$ cat config.mk
export PLATFORM = sky130hd
export DESIGN_NAME = rtdc_gen2
export DESIGN_NICKNAME = d
export VERILOG_FILES = /design/src/rtl/rtdc_gen2.sv
export SDC_FILE = /design/constraint.sdc
export NUM_CORES = 1
export LEC_CHECK = 0
export BUFFER_PORTS_ARGS = -buffer_cell sky130_fd_sc_hd__buf_2
export CAP_MARGIN = 0
export CORE_UTILIZATION = 45
export CTS_BUF_LIST = sky130_fd_sc_hd__clkbuf_8
export DETAILED_ROUTE_END_ITERATION = 12
export GPL_ROUTABILITY_DRIVEN = 0
export PLACE_DENSITY = 0.66
export REMOVE_ABC_BUFFERS = 1
export SYNTH_ARGS = -nofsm -noshare
export SYNTH_HDL_FRONTEND = slang
export SYNTH_SLANG_ARGS = --single-unit
$ cat constraint.sdc
create_clock -name clk -period 4.9 [get_ports clk]
set_input_delay 0.245 -clock clk [delete_from_list [all_inputs] [get_ports clk]]
set_output_delay 0.245 -clock clk [all_outputs]
set_load 0.02 [all_outputs]
$ cat src/rtl/rtdc_gen2.sv
// rtdc_gen2: parametrised 24 h real-time clock with seven-segment display, time load and alarm
module rtdc_gen2 #(
  parameter int CLK_DIV = 50_000_000,
  parameter bit SEG_ACTIVE_LOW = 1'b0
) (
  input  logic       clk,
  input  logic       rst,
  input  logic       mode_12h,
  input  logic       set_en,
  input  logic [4:0] set_hr,
  input  logic [5:0] set_min,
  input  logic [5:0] set_sec,
  input  logic       alarm_en,
  input  logic [4:0] alarm_hr,
  input  logic [5:0] alarm_min,
  output logic [6:0] HRM,
  output logic [6:0] HRL,
  output logic [6:0] MIN_M,
  output logic [6:0] MIN_L,
  output logic [6:0] SEC_M,
  output logic [6:0] SEC_L,
  output logic       pm,
  output logic       sec_tick,
  output logic       alarm_hit,
  output logic       set_err
);
  localparam int PW = CLK_DIV > 1 ? $clog2(CLK_DIV) : 1;
  localparam logic [PW-1:0] PMAX = PW'(CLK_DIV - 1);
  logic [PW-1:0] pre;
  logic [4:0] hr, hr_n, hd;
  logic [5:0] mn, mn_n, sc, sc_n;
  logic set_ok, load, tick, adv, sc_w, mn_w, al_m;
  function automatic logic [6:0] seg7(input logic [3:0] d);
    logic [6:0] s;
    case (d)
      4'd0: s = 7'h3F;
      4'd1: s = 7'h06;
      4'd2: s = 7'h5B;
      4'd3: s = 7'h4F;
      4'd4: s = 7'h66;
      4'd5: s = 7'h6D;
      4'd6: s = 7'h7D;
      4'd7: s = 7'h07;
      4'd8: s = 7'h7F;
      4'd9: s = 7'h6F;
      default: s = 7'h00;
    endcase
    return s ^ {7{SEG_ACTIVE_LOW}};
  endfunction
  always_comb begin
    set_ok = set_hr <= 5'd23 && set_min <= 6'd59 && set_sec <= 6'd59;
    load = set_en && set_ok;
    tick = pre == PMAX;
    adv = tick && !load;
    sc_w = sc == 6'd59;
    mn_w = mn == 6'd59;
    sc_n = sc_w ? 6'd0 : sc + 6'd1;
    mn_n = !sc_w ? mn : mn_w ? 6'd0 : mn + 6'd1;
    hr_n = !(sc_w && mn_w) ? hr : hr == 5'd23 ? 5'd0 : hr + 5'd1;
    // out-of-range alarm fields can never equal a legal next time
    al_m = alarm_en && sc_n == 6'd0 && mn_n == alarm_min && hr_n == alarm_hr;
    hd = !mode_12h ? hr : hr == 5'd0 ? 5'd12 : hr > 5'd12 ? hr - 5'd12 : hr;
  end
  always_ff @(posedge clk or negedge rst) begin
    if (!rst) begin
      pre <= '0;
      hr <= '0;
      mn <= '0;
      sc <= '0;
      sec_tick <= 1'b0;
      alarm_hit <= 1'b0;
      set_err <= 1'b0;
    end else begin
      pre <= load || tick ? '0 : pre + PW'(1);
      if (load) begin
        hr <= set_hr;
        mn <= set_min;
        sc <= set_sec;
      end else if (tick) begin
        hr <= hr_n;
        mn <= mn_n;
        sc <= sc_n;
      end
      sec_tick <= adv;
      alarm_hit <= adv && al_m;
      set_err <= set_en && !set_ok;
    end
  end
  assign HRM = seg7(4'(hd / 5'd10));
  assign HRL = seg7(4'(hd % 5'd10));
  assign MIN_M = seg7(4'(mn / 6'd10));
  assign MIN_L = seg7(4'(mn % 6'd10));
  assign SEC_M = seg7(4'(sc / 6'd10));
  assign SEC_L = seg7(4'(sc % 6'd10));
  assign pm = hr >= 5'd12;
endmodule

==> flow_summary_export.csv <==
group,metric,value,unit
timing,period_minus_slack,4.72,ns
yosys,syn-cell-area,0.00458,mm^2
power,p_leak,2.42,nW
clock_tree,numClockSinks,46,
timing,fmax,212,MHz
clock_tree,cts_buffers,5,
outcome,outcome,"complete, no violations",
final_layout,fin_util,0.533,
timing,slew_violations,0,
final_layout,nets,734,
yosys,synth.area.top_cells,"dfrtp_1, ha_1, xnor2_1",
clock_tree,clk_pin_slew_worst_paths,0.11,ns
clock_tree,cts_tree,"yes",
power,power_density,425,mW/mm^2
drt,via_count,4308,
floorplan,num_rows,36,
timing,period_share,0.963,
clock_tree,ctsRootBufferMaster,"clkbuf_8",
drt,drt-met1-wl,4850,um
yosys,synth-seq-area-share,0.251,
timing,setup_ws,0.182,ns
clock_tree,insertion_delay,0.32,ns
drt,ant_nets,0,
worst_setup_path,r2r_setup_slack,1.70,ns
floorplan,die_y,103,um
floorplan,core_area,0.00982,mm^2
yosys,postSynthAreaPerCell,7.81,um^2
yosys,synth_compound_area_frac,0.164,
yosys,async_flop_share,1.00,
global_routing,overflow,0,
global_routing,antenna_found_initial,0,
timing,hold_violations,0,
worst_setup_path,r2r_start,"sc[0]$_DFFE_PN0N_",
floorplan,initial_core_util,0.466,
floorplan,die_x,103,um
timing,worst_slew_pin_slew,1.07,ns
worst_setup_path,worstReg2RegEnd,"alarm_hit$_DFF_PN0_",
power,power,2.23,mW
power,vdd_ir_drop_max,356,uV
hold_path,min_path_type,"in2async",
yosys,synth-xor-area-share,0.0899,
worst_setup_path,cp-end-kind,"output pin",
global_routing,grt_max_degree,47,
flow_run,drv_cap,0,
drt,top_layer,"met4",
global_routing,grt_pass1_wl,17300,um
worst_setup_path,crit_fanout,8,
yosys,synth-adder-area-share,0.123,
drt,avgRoutedWirePerCell,13.4,um
drt,first_pass_iters,4,
drt,routed_wl,10600,um
worst_setup_path,reg2regPathDepth,9,
worst_setup_path,crit_required,4.66,ns
yosys,synth_top_area_share,0.251,
clock_tree,cts.htree.levels,2,
floorplan,ios,79,
yosys,synth-edff-count,0,
worst_setup_path,arrival,4.47,ns
global_routing,first_global_vias,3869,
final_layout,n_antenna_cell,0,
yosys,yosys_register_bits,46,
placement,io_buffers,77,
worst_setup_path,critical_path_class,"reg2out",
placement,dp_hpwl,7720,um
drt,dr.first_iter.drc_count,153,
yosys,synth_top_area_cell,"dfrtp_1",
final_layout,drive_above_1_share,0.190,
worst_setup_path,critPathLaunchType,"flip-flop",
yosys,ys_types,62,
timing,hold_slack,0.117,ns
drt,vias_per_cell,5.45,
drt,met2_length,5270,um
yosys,synth_flop_cell,"dfrtp_1",
yosys,synthMuxAreaShare,0.0500,
placement,place_ws,0.260,ns
floorplan,dieArea,0.0106,mm^2
yosys,synth_top_family_by_area,"simple AND/OR/NAND/NOR gates",
clock_tree,cts_max_path_buffers,2,
yosys,synth-simple-area-share,0.265,
yosys,yosysWarningCount,0,
drt,drc,0,
yosys,synthCells,586,
timing,setup_viol,0,
timing,fin_worst_skew,0.0139,ns
timing,maxSlewHeadroom,0.285,
final_layout,areaGrowthSynthToFinish,14.4,%
global_routing,grt_usage,0.202,
drt,wl_met3,384,um
[how the worst max path moves through the flow]
stage,start,depth (start not counted),end,slack (ns)
after detailed placement,hr[2]$_DFFE_PN0N_,20,HRL[0],0.26
after global placement,hr[2]$_DFFE_PN0N_,19,HRL[0],0.44
after floorplan,hr[2]$_DFFE_PN0N_,18,HRL[0],-0.25
after CTS,hr[3]$_DFFE_PN0N_,20,HRL[0],0.009
after global routing,hr[3]$_DFFE_PN0N_,20,HRL[0],-0.12
final,hr[3]$_DFFE_PN0N_,20,HRL[3],0.18
[cells by family after synthesis]
| family | Yosys count |
|---|---|
| compound gates | 119 |
| mux | 21 |
| flops | 46 |
| simple gates | 245 |
| other cells | 1 |
| fa+ha+maj | 45 |
| xor+xnor | 47 |
| buf+inv | 62 |
[metal layers]
layer | track usage | vias to the layer above
li1 | - | 2184
met1 | 0.260 | 2036
met2 | 0.347 | 76
met3 | 0.0319 | 12
met4 | 0.0607 | 0
met5 | 0 | -
[sequential cells by signal, summed over array words and instances, names as in the netlist]
| register | cells |
|---|---|
| alarm_hit | 1 |
| sc | 6 |
| pre | 26 |
| hr | 5 |
| sec_tick | 1 |
| mn | 6 |
| set_err | 1 |
[Yosys cell counts, drive strengths merged, types with 6 or more instances]
master  instances
a21oi          28
a31oi          12
and3           14
buf            15
clkbuf         12
dfrtp          46
ha             45
inv            35
mux2i          16
nand2          55
nand2b          7
nand3          23
nand4          12
nor2           69
nor2b          12
nor3           20
nor4            6
o21ai          50
xnor2          30
xor2           17
[where the power goes]
part | leakage (nW) | switching, mW | total [mW] | internal, mW
registers | 0.599 | 0.0668 | 0.476 | 0.409
clock network | 0.0495 | 0.151 | 0.257 | 0.106
logic | 1.77 | 0.907 | 1.50 | 0.588
total | 2.42 | 1.12 | 2.23 | 1.10
[what timing repair did]
| action | in CTS | in global routing |
|---|---|---|
| hold buffers | 0 | 0 |
| buffers inserted | 2 | 8 |
| pin swaps | 0 | 4 |
| resized for setup | 2 | 11 |
| setup endpoints to repair | 2 | 7 |
[placed cells by master (no fill, tap or decap), drive strengths merged, types with 3 or more instances in the layout]
cell / n
clkbuf: 5
xor2: 17
a21oi: 28
a32o: 3
or4: 4
and3: 14
and2: 5
mux2i: 16
nand2: 55
nor3: 20
nand4b: 3
dfrtp: 46
and3b: 4
nor4: 6
a31oi: 12
buf: 90
a22oi: 3
xnor2: 30
o21ai: 50
ha: 45
nor2b: 12
mux2: 5
nand4: 12
nand2b: 7
nand3: 23
inv: 38
nor2: 69
o311ai: 3
[through the flow]
step                cells  instance area, um^2  TNS (ns)
finish                790                 5240         0
global route          790                 5240    -0.383
CTS                   782                 5140         0
detailed placement    772                 5030         0
global placement      772                 5030         0
floorplan             559                 4450    -0.249
[worst max-delay path, stage by stage (launching register included)]
cell,delay [ns]
dfrtp_2,0.43
inv_1,0.08
ha_1,0.28
and3b_1,0.17
a211o_1,0.31
and2_4,0.17
ha_1,0.22
nor2b_2,0.23
a21oi_4,0.12
xnor2_2,0.22
inv_2,0.09
ha_1,0.19
a21oi_2,0.19
o21ai_2,0.10
a22oi_4,0.22
xnor2_2,0.18
inv_2,0.08
ha_1,0.18
or3b_1,0.40
o211ai_1,0.10
buf_2,0.18
[area by class of cell]
| cell class | instances | area, um^2 |
|---|---|---|
| clock inverter | 3 | 26.3 |
| inverter | 35 | 131 |
| fill | 984 | 4580 |
| sequential | 46 | 1150 |
| timing repair buffer | 90 | 489 |
| multi-input combinational | 478 | 3200 |
| tap | 133 | 166 |
| clock buffer | 5 | 68.8 |
No activity file was read; power rests on OpenSTA's default activity.
